<file path="config.mk">
export PLATFORM = sky130hd
export DESIGN_NAME = pwm_capture
export DESIGN_NICKNAME = d
export VERILOG_FILES = /design/src/rtl/pwm_capture.sv
export SDC_FILE = /design/constraint.sdc
export NUM_CORES = 1
export LEC_CHECK = 0
export ABC_CLOCK_PERIOD_IN_PS = 2500
export CAP_MARGIN = 20
export CORE_ASPECT_RATIO = 1.4
export CORE_MARGIN = 1
export CORE_UTILIZATION = 40
export CTS_CLUSTER_SIZE = 12
export DETAILED_ROUTE_END_ITERATION = 8
export PLACE_DENSITY = 0.62
export SLEW_MARGIN = 15
export SYNTH_ARGS = -nofsm -noshare
export SYNTH_HDL_FRONTEND = slang
export SYNTH_SLANG_ARGS = --single-unit
</file>
<file path="constraint.sdc">
create_clock -name clk -period 2.5 [get_ports clk]
set_input_delay 0.375 -clock clk [delete_from_list [all_inputs] [get_ports clk]]
set_output_delay 0.375 -clock clk [all_outputs]
set_load 0.01 [all_outputs]
</file>
<file path="src/rtl/pwm_capture.sv">
// pwm_capture: measures high time and period of a PWM input and flags a stuck line
module pwm_capture #(
  parameter int R  = 8,
  parameter int PW = 16
) (
  input  logic          clk,
  input  logic          reset,
  input  logic          enable,
  input  logic          pwm_in,
  output logic [R-1:0]  duty_out,
  output logic [PW-1:0] high_count,
  output logic [PW-1:0] period_count,
  output logic          period_match,
  output logic          valid,
  output logic          stuck,
  output logic          stuck_level
);
  typedef enum logic [1:0] {IDLE, MEAS, STUCK} state_t;
  localparam logic [PW-1:0] CMAX = '1;
  localparam logic [PW-1:0] NOM  = PW'(1) << R;
  localparam logic [R-1:0]  DSAT = '1;
  state_t state, state_nx;
  logic s1, s2, s3, rise, publish, timeout;
  logic [PW-1:0] cnt, hcnt;
  assign rise    = s2 & ~s3;
  assign publish = enable && state == MEAS && rise;
  assign timeout = enable && state == MEAS && !rise && cnt == CMAX;
  // three-stage input path; rise detection uses the last two stages
  always_ff @(posedge clk)
    if (reset) {s1, s2, s3} <= '0;
    else {s1, s2, s3} <= {pwm_in, s1, s2};
  // state register
  always_ff @(posedge clk)
    if (reset) state <= IDLE;
    else state <= state_nx;
  // any rise restarts measurement; a full-length silent period while measuring means stuck
  always_comb begin
    state_nx = state;
    if (!enable) state_nx = IDLE;
    else if (rise) state_nx = MEAS;
    else if (timeout) state_nx = STUCK;
  end
  // period and high counters, restarted on every rise; bounded by the timeout so never wrap
  always_ff @(posedge clk)
    if (reset) begin
      cnt  <= '0;
      hcnt <= '0;
    end else if (rise) begin
      cnt  <= PW'(1);
      hcnt <= PW'(1);
    end else if (state == MEAS && cnt != CMAX) begin
      cnt  <= cnt + PW'(1);
      hcnt <= hcnt + PW'(s2);
    end
  // result registers: publish on a rise during measurement, or report the stuck condition
  always_ff @(posedge clk)
    if (reset) begin
      duty_out     <= '0;
      high_count   <= '0;
      period_count <= '0;
      period_match <= 1'b0;
      valid        <= 1'b0;
      stuck        <= 1'b0;
      stuck_level  <= 1'b0;
    end else begin
      valid <= publish | timeout;
      if (publish) begin
        period_count <= cnt;
        high_count   <= hcnt;
        duty_out     <= hcnt > PW'(DSAT) ? DSAT : hcnt[R-1:0];
        period_match <= cnt == NOM;
        stuck        <= 1'b0;
      end else if (timeout) begin
        period_count <= '0;
        high_count   <= '0;
        duty_out     <= {R{s2}};
        period_match <= 1'b0;
        stuck        <= 1'b1;
        stuck_level  <= s2;
      end else if (enable && state == STUCK && rise) begin
        stuck <= 1'b0;
      end
    end
endmodule

</file>
# ---- Yosys cells after proc, flatten, opt, wreduce, memory -nomap -nowiden
# Cells that the tools add are included.
# Widths: inputs -> output; s select.
dict set report totals {
  register_bits 81
  out_inout_bits 44
}
dict set report classes {
  n_mux 16
  n_reduce_logical 17
  n_addsub 2
  bitwise 5
  n_lt_le_gt_ge 1
  n_eq_ne 5
}
# cell count
set ops {}
lappend ops {{$mux 16} 3}
lappend ops {{$mux 8} 3}
lappend ops {{$add 16x1->16} 1}
lappend ops {{$add 16x1->16 const B} 1}
lappend ops {{$eq 16x16->1 const B} 1}
lappend ops {{$eq 16x9->1 const B} 1}
lappend ops {{$gt 16x8->1 const B} 1}
lappend ops {{$ne 16x16->1 const B} 1}
lappend ops {{$mux 1} 10}
lappend ops {{$reduce_bool 2->1} 4}
lappend ops {{$logic_and 1x1->1} 7}
lappend ops {{$reduce_or 2->1} 3}
lappend ops {{$not 1->1} 3}
lappend ops {{$reduce_or 3->1} 1}
lappend ops {{$eq 2x1->1 const B} 1}
lappend ops {{$eq 2x2->1 const B} 1}
lappend ops {{$reduce_and 2->1} 1}
lappend ops {{$and 1x1->1} 1}
lappend ops {{$logic_not 1->1} 1}
lappend ops {{$or 1x1->1} 1}

# ---- Logic depth before layout (Yosys ltp)
# Gate-level depths: netlist of the first run.
dict set report depth {
  word_depth 7
  ltp_mapped 9
  depth_no_buf 5
}

# ---- Worst setup path after synthesis of the first run
# OpenSTA, ideal clock, no wires.
dict set report synth_path {
  kind {register -> register}
  startpoint {register cnt[0]}
  endpoint {register cnt[15]}
  setup_slack_ps 492
  path_stages_with_launch 10
  arrival_time_ps 1936
  t_required_ps 2428
  path_cell_list {dfxtp_1 > ha_1 > and4_1 > clkbuf_1 > and4_1 > buf_6 > buf_6 > buf_2 > nor4_1 > mux2i_1}
}
dict set report synth_between {
  elab_chain_cells 2
  word_cells_on_any_way 3
}
# element line
set synth_rtl {}
lappend synth_rtl {{from (decl)} 24} ;# logic [PW-1:0] cnt, hcnt;
lappend synth_rtl {{from (signal assigned)} 52} ;# cnt <= cnt + PW'(1);
lappend synth_rtl {{parallel branches: the longest is 2 deep, another holds $add 16x1->16} n/a}
# Several ways; the timed one is not identified.
# A chain may end at the register's enable or synchronous reset.

# ---- Final worst setup path of the first run
dict set report layout_path {
  startpoint {register cnt[0]}
  endpoint {register hcnt[10]}
}
dict set report layout_between {
  elab_chain_cells 2
}
# element line
set layout_rtl {}
lappend layout_rtl {{$ne 16x16->1} 51} ;# end else if (state == MEAS && cnt != CMAX) begin
lappend layout_rtl {{$logic_and 1x1->1} 51}
lappend layout_rtl {{to (signal assigned)} 53} ;# hcnt <= hcnt + PW'(s2);
lappend layout_rtl {{to (decl)} 24}
# No other way between the ends.

==> impl_metrics.tcl, run 1 <==
set metrics [dict create \
    timing.max_cap.violations 0 \
    postCtsHoldBufs 0 \
    post_cts_resize_count 0 \
    final.period_utilization_pct 82.9 \
    power_density_mw_per_mm2 608 \
    cp-end-kind "flop" \
    fin_nets 466 \
    area_growth_pct 22.6 \
    clock_tree.htree_level_count 3 \
    critical_path_required_ns 2.76 \
    crit_path_class "flop to flop" \
    main_area_contributors_after_synthesis "dfxtp_1, a21oi_1, o211ai_1" \
    worstHoldPathType "flop to flop" \
    die_outline_width_um 83.4 \
    post-route-min-period_ns 2.07 \
    start_util_pct 41.1 \
    critical_path_cell_list "ha_1 -> and4_1 -> and4_1 -> buf_12 -> or4_1 -> a21oi_1" \
    synth.yosys.seq_area_share_pct 43.7 \
    tritoncts_num_sinks 81 \
    gr-total-overflow 0 \
    number_of_antenna_violations_at_the_first_check_in_global_routing 0 \
    number_of_rows_created_at_floorplan 41 \
    skew_ns 0.00512 \
    power.static_leakage_nw 1.36 \
    via_count_of_the_first_global_routing_pass 3277 \
    via_count 3486 \
    max_freq_mhz 483 \
    wire_per_inst_um 17.3 \
    post_synth_net_total 437 \
    routed_wl_mm 9.85 \
    synthArstFlopShare_pct 0 \
    cp_slowest_cell "or4_1" \
    number_of_iterations_in_the_first_detailed_routing_pass 4 \
    post_synth_num_cell_types 43 \
    finalWeightedCongestion 0.838 \
    critPathLaunchType "flop" \
    grt_setup_unrepaired "false" \
    drive_gt1_share_pct 7.79 \
    power.ir.vdd_worst_uv 388 \
    synth.ff_latch_count 81 \
    tritoncts "yes" \
    grt_first_pass_wirelength_mm 16.3 \
    timing.setup.tns_ns 0 \
    r2r-end "hcnt[10]$_SDFFE_PP0P_" \
    post_cts.repair.setup_buffers 0 \
    design.die.area_mm2 0.00968 \
    core-area_mm2 0.00903 \
    synth_enable_flop_cells 0 \
    drtAntennaViolNets 0 \
    regToRegSetupSlack_ns 0.43 \
    worst_setup_path_endpoint "hcnt[10]$_SDFFE_PP0P_" \
    delay_of_the_slowest_cell_on_the_worst_path_ns 0.51 \
    finalHoldViolCount 0 \
    layout.core_utilization_pct 50.4 \
    clk_latency_ns 0.33 \
    drt_first_iter_violations 151 \
    hold_slack_ns 0.462 \
    outcome "completed" \
    cts.path.max_buffers 2 \
    cp.arrival_ns 2.33 \
    fillers 852 \
    io_buffer_count 47 \
    timing.critical_path.mode_cell "and4_1" \
    detailedPlacementHpwl_mm 6.48 \
    syn_area_per_cell_um2 8.66 \
    clockRootBuffer "clkbuf_16" \
    clkSlewWorstSetupHoldPaths_ns 0.06 \
    drt-vias-per-instance 6.13 \
    ys.flop_type "dfxtp_1" \
    yosys_warnings 0 \
    timing.final.max_slew_violations 0 \
    synth_top_cell_by_area "dfxtp_1" \
    yosys.area.top_type_share_pct 43.7 \
    setup_viol_count_final 0 \
    design.portCount 48 \
    syn_area_mm2 0.00371 \
    dieHeight_um 116 \
    route.detailed.drc 0 \
    launching_instance_or_port_of_the_critical_path "cnt[0]$_SDFFE_PP0P_" \
    cts_buf_count 9 \
    globalRouteTotalUtil_pct 20.9 \
    syn-instance-count 429 \
    slew_headroom_pct 55.1 \
    post-layout-total-power_mw 2.77 \
    reg2reg_depth 6 \
    grt_start_max_net_pins 52 \
    origin_of_the_critical_flop_to_flop_path "cnt[0]$_SDFFE_PP0P_" \
    tightestPinTransition_ns 0.673 \
    crit_path_max_fanout 51 \
    antenna_cells 0 \
]
==> cell usage after synthesis (all sizes together) (3+ instances only) <==
library cell	count
and4	7
clkbuf	29
nand3	27
a22oi	9
or4	23
or3	5
o21ai	9
ha	4
a221oi	8
o31ai	21
nor2	13
nand2	35
a31oi	3
a21oi	61
nor2b	6
nand4	11
dfxtp	81
nand2b	3
inv	5
buf	14
nor4	5
o22ai	8
o211ai	23
==> metal layers <==
metal  track usage (%)  wire length (um)  share of wire (%)
met5                 0                 0                  0
met4              8.36               210                2.1
met3              3.56               383                3.9
met2              38.2              5070                 51
met1              24.3              4190                 43
==> worst max-delay path: cells and delay by family (launching register included) <==
kind | cells | cell delay (ns)
AND/OR/NAND/NOR | 3 | 1.03
buffers and inverters | 1 | 0.20
flip-flops | 1 | 0.35
adder cells (fa/ha/maj) | 1 | 0.24
AO/OA/AOI/OAI | 1 | 0.16
==> placed cells by master, fill, tap and decap left out, drive strengths merged, types with 2 or more instances in the layout <==
master and n:
a21oi 61, or3 5, nand2 35, a22oi 9
clkbuf 10, or4 23, nand3 27, clkdlybuf4s50 46
o22ai 8, nor2b 6, nand2b 3, nor4 5
a221oi 8, o21ai 9, o21a 2, o41ai 2
bufinv 2, a31oi 3, o31ai 21, nand4 11
buf 15, inv 5, a211oi 2, clkinv 2
nor2 13, and4 7, o211ai 23, and3 2
ha 4, dfxtp 81, o31a 2
==> stage by stage <==
| stage | cells | cell area [um^2] | worst slack, ns |
|---|---|---|---|
| 2_1_floorplan | 429 | 3710 | 0.492 |
| 3_3_place_gp | 554 | 4240 | 0.310 |
| 3_5_place_dp | 554 | 4240 | 0.288 |
| 4_1_cts | 569 | 4550 | 0.410 |
| 5_1_grt | 569 | 4550 | 0.247 |
| 6_report | 569 | 4550 | 0.429 |
==> how the worst min path moves through the flow <==
stage                        startpoint       endpoint  depth (start not counted)
after floorplan           s1$_SDFF_PP0_  s2$_SDFF_PP0_                          1
after global placement    s1$_SDFF_PP0_  s2$_SDFF_PP0_                          1
after detailed placement  s1$_SDFF_PP0_  s2$_SDFF_PP0_                          1
after CTS                 s1$_SDFF_PP0_  s2$_SDFF_PP0_                          1
after global routing      s1$_SDFF_PP0_  s2$_SDFF_PP0_                          1
final                     s1$_SDFF_PP0_  s2$_SDFF_PP0_                          1
==> cell type report <==
type	count	area (um^2)	share of cell area [%]
Clock inverter	5	81.3	1.79
Tap cell	107	134	2.94
Timing Repair Buffer	61	596	13.1
Clock buffer	10	229	5.03
Multi-Input combinational cell	300	1870	41.1
Sequential cell	81	1620	35.6
Inverter	5	18.8	0.412
==> cells by family (layout without fill, tap and decap cells) <==
group	after synthesis	in the layout	share of synthesized area, %
buf+inv	48	81	6.00
simple gates	143	143	22.1
flops	81	81	43.7
fa+ha+maj	4	4	1.35
compound gates	152	152	26.7
mux	1	1	0.270
==> sequential cells by signal, indices dropped and copies added, names as in the netlist <==
signal        cells
cnt              16
hcnt             16
high_count       16
period_count     16
duty_out          8
state             2
period_match      1
s1                1
s2                1
s3                1
stuck             1
stuck_level       1
valid             1
==> power breakdown <==
| group | internal [mW] | switching (mW) |
|---|---|---|
| combinational | 0.0275 | 0.0508 |
| sequential | 1.30 | 0.00808 |
| clock | 0.869 | 0.514 |
Power figures use the tool's default switching activity.
==> run 2, diff against run 1 <==
--- a/config.mk
+++ b/config.mk
@@ -5,14 +5,14 @@
 export SDC_FILE = /design/constraint.sdc
 export NUM_CORES = 1
 export LEC_CHECK = 0
-export ABC_CLOCK_PERIOD_IN_PS = 2500
+export ABC_CLOCK_PERIOD_IN_PS = 1800
 export CAP_MARGIN = 20
 export CORE_ASPECT_RATIO = 1.4
 export CORE_MARGIN = 1
 export CORE_UTILIZATION = 40
 export CTS_CLUSTER_SIZE = 12
 export DETAILED_ROUTE_END_ITERATION = 8
-export PLACE_DENSITY = 0.62
+export PLACE_DENSITY = 0.64
 export SLEW_MARGIN = 15
 export SYNTH_ARGS = -nofsm -noshare
 export SYNTH_HDL_FRONTEND = slang
==> constraint.sdc (replaced) <==
create_clock -name clk -period 1.8 [get_ports clk]
set_input_delay 0.27 -clock clk [delete_from_list [all_inputs] [get_ports clk]]
set_output_delay 0.27 -clock clk [all_outputs]
set_load 0.01 [all_outputs]
==> impl_metrics.tcl, run 2 (synthesized netlist as in run 1, its figures left out) <==
set metrics [dict create \
    cp-end-kind "flop" \
    timing.setup.tns_ns -0.0109 \
    max_freq_mhz 552 \
    number_of_iterations_in_the_first_detailed_routing_pass 4 \
    via_count 3696 \
    seq_power_share_pct 48.3 \
    grt.busiest_layer "met2" \
    power.internal_mw 2.92 \
    critical_path_cell_list "nand2b_4 -> or4_4 -> or4_4 -> a21oi_2" \
    start_util_pct 41.1 \
    finalWeightedCongestion 0.859 \
    drt_first_iter_violations 148 \
    grt_first_pass_wirelength_mm 17.7 \
    regToRegSetupSlack_ns -0.01 \
    detailedPlacementHpwl_mm 7.48 \
    tightestPinTransition_ns 0.418 \
    dpl.cell_count 605 \
    power.ir.vdd_worst_uv 591 \
    crit_cells 4 \
    clk_latency_ns 0.34 \
    clockRootBuffer "clkbuf_16" \
    critical_path_required_ns 2.07 \
    wire_per_inst_um 17.6 \
    power.static_leakage_nw 1.67 \
    skew_ns 0.00501 \
    origin_of_the_critical_flop_to_flop_path "state[1]$_SDFFE_PP0P_" \
    layout.core_utilization_pct 56.6 \
    whs_path_depth 3 \
    outcome "finished with violations" \
    cts.path.max_buffers 2 \
    whs_endpoint "high_count[11]$_SDFFE_PP0P_" \
    die_outline_width_um 83.4 \
    final.period_utilization_pct 101 \
    drtAntennaViolNets 0 \
    fillers 837 \
    power_frac_comb_pct 3.8 \
    fin_nets 520 \
    io_buffer_count 47 \
    most_common_library_cell_in_the_layout_ignoring_fill_and_taps "dfxtp_1" \
    met1_usage_pct 24.6 \
    worstHoldPathType "primary input to flop" \
    groute.layer.met3.usage_pct 4.34 \
    postCtsHoldBufs 0 \
    timing.critical_path.mode_cell "or4_4" \
    slew_headroom_pct 72.1 \
    gr-total-overflow 0 \
    number_of_rows_created_at_floorplan 41 \
    core-area_mm2 0.00903 \
    globalRouteTotalUtil_pct 23.0 \
    power.net_switching_mw 0.829 \
    tritoncts_num_sinks 81 \
    cts_buf_count 9 \
    pre_cts_ws_ns -0.197 \
    tritoncts "yes" \
    layout_setup_ws_ns -0.0109 \
    reg2reg_depth 4 \
    r2r-end "cnt[13]$_SDFFE_PP0P_" \
    area_growth_pct 37.7 \
    via_count_of_the_first_global_routing_pass 3586 \
    clockPowerShare_pct 47.9 \
    stdcell_count 623 \
    setup_viol_count_final 1 \
    drt-vias-per-instance 5.93 \
    crit_path_class "flop to flop" \
    routed_wl_mm 10.9 \
    route.detailed.drc 0 \
    design.die.area_mm2 0.00968 \
    delay_of_the_slowest_cell_on_the_worst_path_ns 0.59 \
    most-common-layout-cells "dfxtp_1, buf_4, a21oi_1" \
    design.portCount 48 \
    timing.max_cap.violations 0 \
    critPathLaunchType "flop" \
    cp.arrival_ns 2.08 \
    clock_tree.htree_level_count 3 \
    number_of_antenna_violations_at_the_first_check_in_global_routing 0 \
    crit_path_max_fanout 7 \
    cp_top_family "simple AND/OR/NAND/NOR gates" \
    worst_hold_startpoint "reset" \
    finalHoldViolCount 0 \
    dieHeight_um 116 \
    swShare_pct 22.1 \
    power_density_mw_per_mm2 734 \
    cp_slowest_cell "or4_4" \
    post-route-min-period_ns 1.81 \
    clkSlewWorstSetupHoldPaths_ns 0.06 \
    drive_gt1_share_pct 22.7 \
    grt.met2_usage_pct 44.8 \
    critPathBufInv 0 \
    timing.final.max_slew_violations 0 \
    violations "negative setup slack" \
    grt_start_max_net_pins 33 \
    antenna_cells 0 \
]
[run 2: changes by cell type in the layout (fill, tap and decap cells not counted), sizes merged]
cell / previous run / this run
clkinvlp: 1 / 2
clkbuf: 10 / 9
clkinv: 2 / 3
buf: 15 / 69
bufinv: 2 / 1
[run 2: power by group through the flow]
stage	registers (mW)	logic (mW)	clock network (mW)
after floorplan	1.85	0.0664	0
after global placement	1.85	0.135	0
after detailed placement	1.85	0.137	0
after CTS	1.81	0.138	1.81
after global routing	1.81	0.155	1.88
final	1.81	0.142	1.80
[run 2: how the worst max path moves through the flow]
| stage | end | from |
|---|---|---|
| 6_report | cnt[13]$_SDFFE_PP0P_ | state[1]$_SDFFE_PP0P_ |
| 2_1_floorplan | cnt[15]$_SDFFE_PP0P_ | cnt[0]$_SDFFE_PP0P_ |
| 5_1_grt | cnt[13]$_SDFFE_PP0P_ | state[1]$_SDFFE_PP0P_ |
| 3_3_place_gp | duty_out[3]$_SDFFE_PP0P_ | enable |
| 4_1_cts | cnt[13]$_SDFFE_PP0P_ | cnt[0]$_SDFFE_PP0P_ |
| 3_5_place_dp | duty_out[2]$_SDFFE_PP0P_ | enable |
[run 2: per-stage QoR]
stage                     total power [mW]  hold slack (ns)  instance area [um^2]
after floorplan                       1.92            0.398                  3730
after global placement                1.99            0.421                  4700
after detailed placement              1.99            0.432                  4700
after CTS                             3.76            0.353                  5050
after global routing                  3.84            0.374                  5110
final                                 3.75            0.349                  5110
[run 2: layer usage]
| layer | routed length [um] | part of all wire (%) |
|---|---|---|
| met2 | 6020 | 55 |
| met1 | 4330 | 40 |
| met3 | 377 | 3.4 |
| met4 | 212 | 1.9 |
| met5 | 0 | 0 |
[run 2: area by class of cell]
class | instances | area [um^2] | area share [%]
Tap cell | 107 | 134 | 2.62
Clock inverter | 6 | 60.1 | 1.17
Multi-Input combinational cell | 300 | 1980 | 38.6
Clock buffer | 9 | 225 | 4.41
Sequential cell | 81 | 1630 | 31.8
Inverter | 5 | 18.8 | 0.367
Timing Repair Buffer | 115 | 1070 | 20.9
[run 2: tightest hold or removal path, stage by stage]
cell and delay (ns):
buf_2 0.12, buf_4 0.20, a21oi_1 0.05
[run 2: timing repair]
item                                    4_1_cts  5_1_grt
pin swaps                                     3        6
buffers inserted                              3        0
cloned                                        1        0
endpoints found under the setup margin       21       38
resized for setup                             5       22
